$ cat config.mk
export PLATFORM = sky130hd
export DESIGN_NAME = seg_scan_scheduler
export DESIGN_NICKNAME = d
export VERILOG_FILES = /design/src/rtl/seg_pkg.sv /design/src/rtl/scan_timer.sv /design/src/rtl/seg_scan_scheduler.sv
export SDC_FILE = /design/constraint.sdc
export NUM_CORES = 1
export LEC_CHECK = 0
export BUFFER_PORTS_ARGS = -buffer_cell sky130_fd_sc_hd__buf_2
export CAP_MARGIN = 10
export CORE_UTILIZATION = 40
export CTS_BUF_LIST = sky130_fd_sc_hd__clkbuf_2 sky130_fd_sc_hd__clkbuf_4 sky130_fd_sc_hd__clkbuf_8
export DETAILED_ROUTE_END_ITERATION = 6
export GPL_TIMING_DRIVEN = 0
export SYNTH_ARGS = -nofsm -noshare
export SYNTH_HDL_FRONTEND = slang
export SYNTH_SLANG_ARGS = --single-unit
$ cat constraint.sdc
create_clock -name CLK -period 4.44 [get_ports CLK]
set_input_delay 0.222 -clock CLK [delete_from_list [all_inputs] [get_ports CLK]]
set_output_delay 0.222 -clock CLK [all_outputs]
set_load 0.1 [all_outputs]
$ cat src/rtl/seg_pkg.sv
// seg_pkg: shared FSM encoding, anode constants and sizing helpers for the display scanner
package seg_pkg;
   typedef enum logic {S_BLANK, S_SHOW} state_t;
   localparam logic [7:0] AN_OFF = 8'hFF;
   function automatic logic [7:0] an_onecold(input logic [2:0] idx);
      return ~(8'b1 << idx);
   endfunction
   function automatic int clog2(input int v);
      int r = 1;
      while ((1 << r) < v) r++;
      return r;
   endfunction
endpackage

$ cat src/rtl/scan_timer.sv
// scan_timer: interval down-counter; a zero count means the interval restarts from len
module scan_timer #(
   parameter int W = 4
) (
   input  logic         CLK,
   input  logic         RST,
   input  logic [W-1:0] len,
   output logic [W-1:0] rem,
   output logic         done
);
   logic [W-1:0] cnt;
   // cycles left in the current interval, including this one
   always_comb begin
      rem  = cnt == '0 ? len : cnt;
      done = rem == W'(1);
   end
   // count down, returning to zero on the last cycle so the next interval reloads
   always_ff @(posedge CLK) cnt <= RST || done ? '0 : rem - W'(1);
endmodule

$ cat src/rtl/seg_scan_scheduler.sv
// seg_scan_scheduler: multiplexes DIGITS nibbles onto a common-anode display with blanking and frame-aligned loads
module seg_scan_scheduler
   import seg_pkg::*;
#(
   parameter int DIGITS = 3,
   parameter int DWELL  = 1024,
   parameter int BLANK  = 16
) (
   input  logic                  CLK,
   input  logic                  RST,
   input  logic [4*DIGITS-1:0]   DIGIT_DATA,
   input  logic [DIGITS-1:0]     DIGIT_EN,
   input  logic                  LOAD,
   output logic                  LOAD_ACK,
   output logic [3:0]            NIBBLE,
   output logic [DIGITS-1:0]     AN,
   output logic [2:0]            CUR_DIGIT,
   output logic                  FRAME_TICK
);
   localparam int TMAX = DWELL > BLANK ? DWELL : BLANK;
   localparam int TW   = clog2(TMAX + 1);
   state_t state, state_n;
   logic [2:0] digit_n;
   logic show, show_n, done, frame_end_n;
   logic [TW-1:0] len, rem;
   logic [4*DIGITS-1:0] sh_data;
   logic [DIGITS-1:0] sh_en;
   logic [31:0] data32;
   logic [7:0] en8;
   logic [DIGITS-1:0] an_lit;
   assign show = state == S_SHOW || BLANK == 0;
   assign len  = show ? TW'(DWELL) : TW'(BLANK);
   scan_timer #(.W(TW)) u_timer (
      .CLK  (CLK),
      .RST  (RST),
      .len  (len),
      .rem  (rem),
      .done (done)
   );
   // next slot/state and a one-cycle lookahead of the frame-end cycle so outputs can stay registered
   always_comb begin
      digit_n     = done && show ? (CUR_DIGIT == 3'(DIGITS - 1) ? 3'd0 : CUR_DIGIT + 3'd1) : CUR_DIGIT;
      state_n     = !done ? state : (show && BLANK != 0) ? S_BLANK : S_SHOW;
      show_n      = state_n == S_SHOW || BLANK == 0;
      frame_end_n = show_n && digit_n == 3'(DIGITS - 1) && (done ? DWELL == 1 : 32'(rem) == 32'd2);
      data32      = 32'(sh_data);
      en8         = 8'(sh_en);
      an_lit      = DIGITS'(an_onecold(digit_n));
   end
   // scan FSM with registered outputs; the shadow only changes on the frame-end cycle
   always_ff @(posedge CLK) begin
      if (RST) begin
         state      <= S_BLANK;
         CUR_DIGIT  <= 3'd0;
         AN         <= DIGITS'(AN_OFF);
         NIBBLE     <= 4'd0;
         LOAD_ACK   <= 1'b0;
         FRAME_TICK <= 1'b0;
         sh_data    <= '0;
         sh_en      <= '0;
      end else begin
         state      <= state_n;
         CUR_DIGIT  <= digit_n;
         AN         <= show_n && en8[digit_n] ? an_lit : DIGITS'(AN_OFF);
         if (done && show) NIBBLE <= data32[{digit_n, 2'b00} +: 4];
         FRAME_TICK <= frame_end_n;
         LOAD_ACK   <= frame_end_n && LOAD;
         if (frame_end_n && LOAD) begin
            sh_data <= DIGIT_DATA;
            sh_en   <= DIGIT_EN;
         end
      end
   end
endmodule

---- Word-level counts from Yosys, hierarchy flattened ----
Cells that the tools add are included.
storage, ports and cells
  flip-flop bits (word level) ............. 39
  bits in latches ......................... 0
  bits in writable memories ............... 0
  memory bits (read-only) ................. 0
  output and inout port bits .............. 12
  memories ................................ 0
cells by class
  $add $sub $neg .......................... 2
  multiply operators ...................... 0
  divide/modulo/power cells ............... 0
  magnitude comparators ................... 1
  equal/unequal tests ..................... 4
  shift-type cells ........................ 2
  muxes and demuxes ....................... 9
  bitwise operators ....................... 2
  reductions and logical operators ........ 8
operators by type and width
  operator                                                                       count
  32-bit by 6-bit indexed part select with 4-bit output                          1
  11-bit 2-to-1 mux                                                              2
  11-bit by 1-bit equality test with 1-bit output (second input constant)        1
  11-bit by 2-bit equality test with 1-bit output (second input constant)        1
  11-bit zero test                                                               1
  11-bit by 1-bit subtractor with 11-bit output (second input constant)          1
  3-bit by 2-bit equality test with 1-bit output (second input constant)         2
  3-bit 2-to-1 mux                                                               2
  1-bit logical AND                                                              5
  3-bit by 4-bit less-than comparator with 1-bit output (second input constant)  1
  1-bit 2-to-1 mux                                                               4
  3-bit by 1-bit adder with 3-bit output (second input constant)                 1
  1-bit binary-select mux with 3-bit select                                      1
  3-bit inverter                                                                 1
  1-bit by 3-bit << shifter with 3-bit output (first input constant)             1
  2-bit OR reduction                                                             1
  1-bit logical OR                                                               1
  1-bit inverter                                                                 1

---- Depth between registers and ports, before layout ----
  word-level depth ........................ 10
  gate-level depth with buffers ........... 12
  mapped depth without buffers ............ 10

---- Cells and area by module ----
Synthesis repeated with hierarchy kept, for this count alone.
second synthesis, totals
  cells, all modules ...................... 243
  area, all modules ....................... 2311.0 um2
modules (own cells, without submodules)
  module              instances  cells each  area each (um2)  sequential area each (um2)
  seg_scan_scheduler  1          154         1514.0           560.5
  scan_timer          1          89          797.0            220.2

---- Worst setup path before layout ----
Ideal clock, no wire load.
  path kind ............................... reg2reg
  start point ............................. register u_timer.cnt[0]
  end point ............................... register sh_data[0]
  setup time .............................. 72 ps
  arrival ................................. 2584 ps
  data required time ...................... 4368 ps
  slack ................................... 1785 ps
  stages on the path, launching flop included .. 13
  path buffers ............................ 2
  period minus slack after synthesis ...... 2655 ps
  cell sequence ........................... dfxtp_1 inv_1 ha_1 nor3_1 nand3_2 nor2_1 ha_1 buf_2 nand3_1 xnor2_1 nor4_4 buf_6 mux2i_1
on the way
  longest elaborated chain between the ends .. 9
ends and longest elaborated chain
  what                                             RTL line                  source
  start, declared                                  scan_timer.sv:11          logic [W-1:0] cnt;
  start signal, assigned                           scan_timer.sv:18          always_ff @(posedge CLK) cnt <= RST || done ? '0 : rem - W'(1);
  11-bit zero test                                 scan_timer.sv:14          rem = cnt == '0 ? len : cnt;
  11-bit 2-to-1 mux *                              scan_timer.sv:14
  11-bit by 1-bit equality test with 1-bit output  scan_timer.sv:15          done = rem == W'(1);
  1-bit logical AND                                seg_scan_scheduler.sv:42  digit_n = done && show ? (CUR_DIGIT == 3'(DIGITS - 1) ? 3'd0 : CUR_DIGIT + 3'd1) : CUR_DIGIT;
  3-bit 2-to-1 mux                                 seg_scan_scheduler.sv:42
  3-bit by 2-bit equality test with 1-bit output   seg_scan_scheduler.sv:45  frame_end_n = show_n && digit_n == 3'(DIGITS - 1) && (done ? DWELL == 1 : 32'(rem) == 32'd2);
  1-bit logical AND                                seg_scan_scheduler.sv:45
  1-bit logical AND *                              seg_scan_scheduler.sv:45
  1-bit logical AND *                              seg_scan_scheduler.sv:68  if (frame_end_n && LOAD) begin
  end signal, assigned                             seg_scan_scheduler.sv:59  sh_data <= '0;
  end signal, assigned                             seg_scan_scheduler.sv:69  sh_data <= DIGIT_DATA;
  end, declared                                    seg_scan_scheduler.sv:26  logic [4*DIGITS-1:0] sh_data;
Mark *: on every way between the ends. The rest lies on a longest branch, timed or not.
A chain may end at the register's enable or synchronous reset.

---- Final worst setup path ----
  start point ............................. register u_timer.cnt[0]
  end point ............................... register sh_data[9]
The elaborated chain is that of the path after synthesis.

==> impl_metrics.toml <==
[power_and_ir_drop]
ir_worst_vdd_mv = 0.2562
leakage_nw = 0.8612
power.density_nw_per_um2 = 480.3

[worst_setup_path]
r2r_start = "u_timer.cnt[0]"
slowest_delay_ns = 0.49
end_kind = "flop"
cp_common_cell = "ha_1"
crit_chain = "inv_1 > ha_1 > nor3_1 > nand3_2 > nor2_1 > ha_1 > buf_2 > nand3_1 > xnor2_1 > nor4_4 > buf_6 > mux2i_1"
slowest_stage = "nor4_4"
arrival_ns = 3.27
critical_path_required_ns = 4.67
critPathKind = "reg -> reg"
cp_max_fo = 10
critPathLaunch = "u_timer.cnt[0]"
cp-start-kind = "flop"

[global_routing]
antenna_found_initial = 0
overflow = 0
grt_pass1_vias = 1343
grt_max_degree = 13
grt_pass1_wl_microns = 6065
grt_use_total = 0.1607

[yosys]
synth_ff_type = "dfxtp_1"
netlist_area_sq_um = 1869
synth_edf_count = 0
ys_async_sr_fraction = 0
ys_seq_elements = 39
syn-num-nets = 214
yosysUniqueCellTypes = 44
yosysWarningCount = 0
synth_area_per_cell_sq_um = 9.736
synth_cells = 192
synth-seq-area-share = 0.4177

[die]
std_cell_rows = 24
fp.dieH_microns = 70.36
die_x_microns = 70.36
dieArea_sq_um = 4951
start_util = 0.4235
core_sq_um = 4414
io_pins = 30

[place]
io_buffers = 29
place_congestion = 0.7477
postPlaceCellArea_sq_um = 2079
dp_hpwl_microns = 2725

[timing]
fin_crit_ns = 3.039
slew_viol_final = 0
rsz0062_at_grt = "no"
setup_viol = 0
tightest_slew_ns = 0.6222
max_freq_ghz = 0.3291
hold_viol_final = 0
fin_tns_setup_ns = 0
relSlewSlack = 0.5822
fin_crit_sh = 0.6844
hold_ws_ns = 0.1755
skew_ns = 0.007263

[final_layout]
final_area_sq_um = 2197
fin_nets = 250
drive_gt1_frac = 0.2140
antenna_cells = 0
final_cell_mix = "dfxtp_1 (39), nand2b_1 (33), buf_2 (32), mux2i_1 (16), inv_1 (8)"
mostFrequentLayoutCell = "dfxtp_1"
area_growth_pct = 17.54
final_util = 0.4977
fillCellCount = 413

[clock_tree]
postCtsSetupRepairBufs = 0
cts_made_buffers = 5
clock_latency_ns = 0.30
clock_sinks = 39
cts_root_buf = "clkbuf_8"
htree_num_levels = 2
cts_tree = "built"
clk_pin_slew_ns = 0.08
cts_hold_buffers = 0
clockBufferDepth = 2
cts-resized-gates = 0

[detailed_routing]
num_vias = 1443
totalWireLength_microns = 3689
vias_per_cell = 5.135
wl_per_cell_microns = 13.13
antenna_left = 0
first_pass_iters = 4
drtIter0Drc = 52
drcViolationCount = 0

[status]
status = "completed"

[job]
drv_cap = 0

[hold_path]
hold_path_class = "in -> reg"
hp-start = "DIGIT_EN[2]"
stage by stage:
step,total power [mW],std cells,worst slack (ns)
global placement,0.7566,273,1.412
detailed placement,0.7575,273,1.365
finish,1.055,281,1.401
global route,1.131,281,1.113
floorplan,0.6932,192,1.785
CTS,1.065,281,1.359
flip-flops by register name, summed over array words and instances (netlist names):
register / count
AN: 3
sh_data: 12
FRAME_TICK: 1
CUR_DIGIT: 3
sh_en: 3
show: 1
u_timer.cnt: 11
LOAD_ACK: 1
NIBBLE: 4
worst max-delay path, delay by kind of cell, from the launching register on:
kind | cells | cell delay, ns
simple gates | 5 | 1.14
buf+inv | 3 | 0.55
flops | 1 | 0.40
fa+ha+maj | 2 | 0.40
xor+xnor | 1 | 0.26
mux | 1 | 0.21
power breakdown:
part,switching [mW],internal [mW]
Clock,0.121,0.182
Combinational,0.166,0.143
Sequential,0.0533,0.390
Total,0.341,0.714
worst paths after layout:
kind / end / slack (ns) / depth (start not counted)
worst max-delay path: sh_data[9] / 1.40 / 12
worst min-delay path: sh_en[2] / 0.18 / 3
worst max register to register: sh_data[9] / 1.40 / 12
worst min register to register: sh_data[2] / 0.48 / 2
synthesized netlist by cell type (2+ instances only):
cell type / n / area [sq um]
a21oi_1: 7 / 35.03
clkbuf_1: 4 / 15.01
nor2_1: 7 / 26.28
a22o_1: 4 / 35.03
inv_1: 8 / 30.03
nor3b_1: 2 / 15.01
dfxtp_1: 39 / 780.8
nor4_4: 2 / 42.54
o211ai_1: 3 / 22.52
ha_1: 4 / 50.05
buf_2: 3 / 15.01
nor3_1: 3 / 15.01
nor2b_1: 4 / 25.02
nor3b_2: 2 / 25.02
o21ai_0: 4 / 20.02
nand2_1: 2 / 7.510
or3_1: 4 / 25.02
a31oi_1: 2 / 12.51
a221o_1: 3 / 30.03
xnor2_1: 3 / 26.28
nand3_1: 5 / 25.02
nor4_1: 5 / 31.28
o31ai_1: 2 / 15.01
and3_1: 3 / 18.77
nand2b_1: 33 / 206.5
mux2i_1: 16 / 160.2
cells by family (layout without fill, tap and decap cells):
| kind of cell | after synthesis | count (layout) | share of synthesized area |
|---|---|---|---|
| adders and majority gates | 4 | 4 | 0.02677 |
| DFF | 39 | 39 | 0.4177 |
| buffers and inverters | 16 | 53 | 0.03815 |
| xor gates and xnor gates | 4 | 4 | 0.01875 |
| and+or+nand+nor | 80 | 80 | 0.2825 |
| AOI/OAI and AO/OA | 33 | 33 | 0.1305 |
| muxes | 16 | 16 | 0.08567 |
layer usage:
metal | track usage | up-vias | share of wire
met3 | 0.05772 | 4 | 0.037
met5 | 0 | - | 0
met4 | 0.06000 | 0 | 0.0098
met2 | 0.2444 | 23 | 0.42
met1 | 0.2074 | 659 | 0.54
li1 | - | 757 | -
area by class of cell:
class                      count  area, sq um  area share
inverter                       8        30.03     0.01367
timing repair buffer          29        145.1     0.06606
sequential                    39        780.7      0.3554
buffer                         8        41.29     0.01879
clock inverter                 2        35.03     0.01595
clock buffer                   6        82.58     0.03759
multi-input combinational    137         1017      0.4630
tap                           52        65.06     0.02961
No activity file was read; power rests on OpenSTA's default activity.
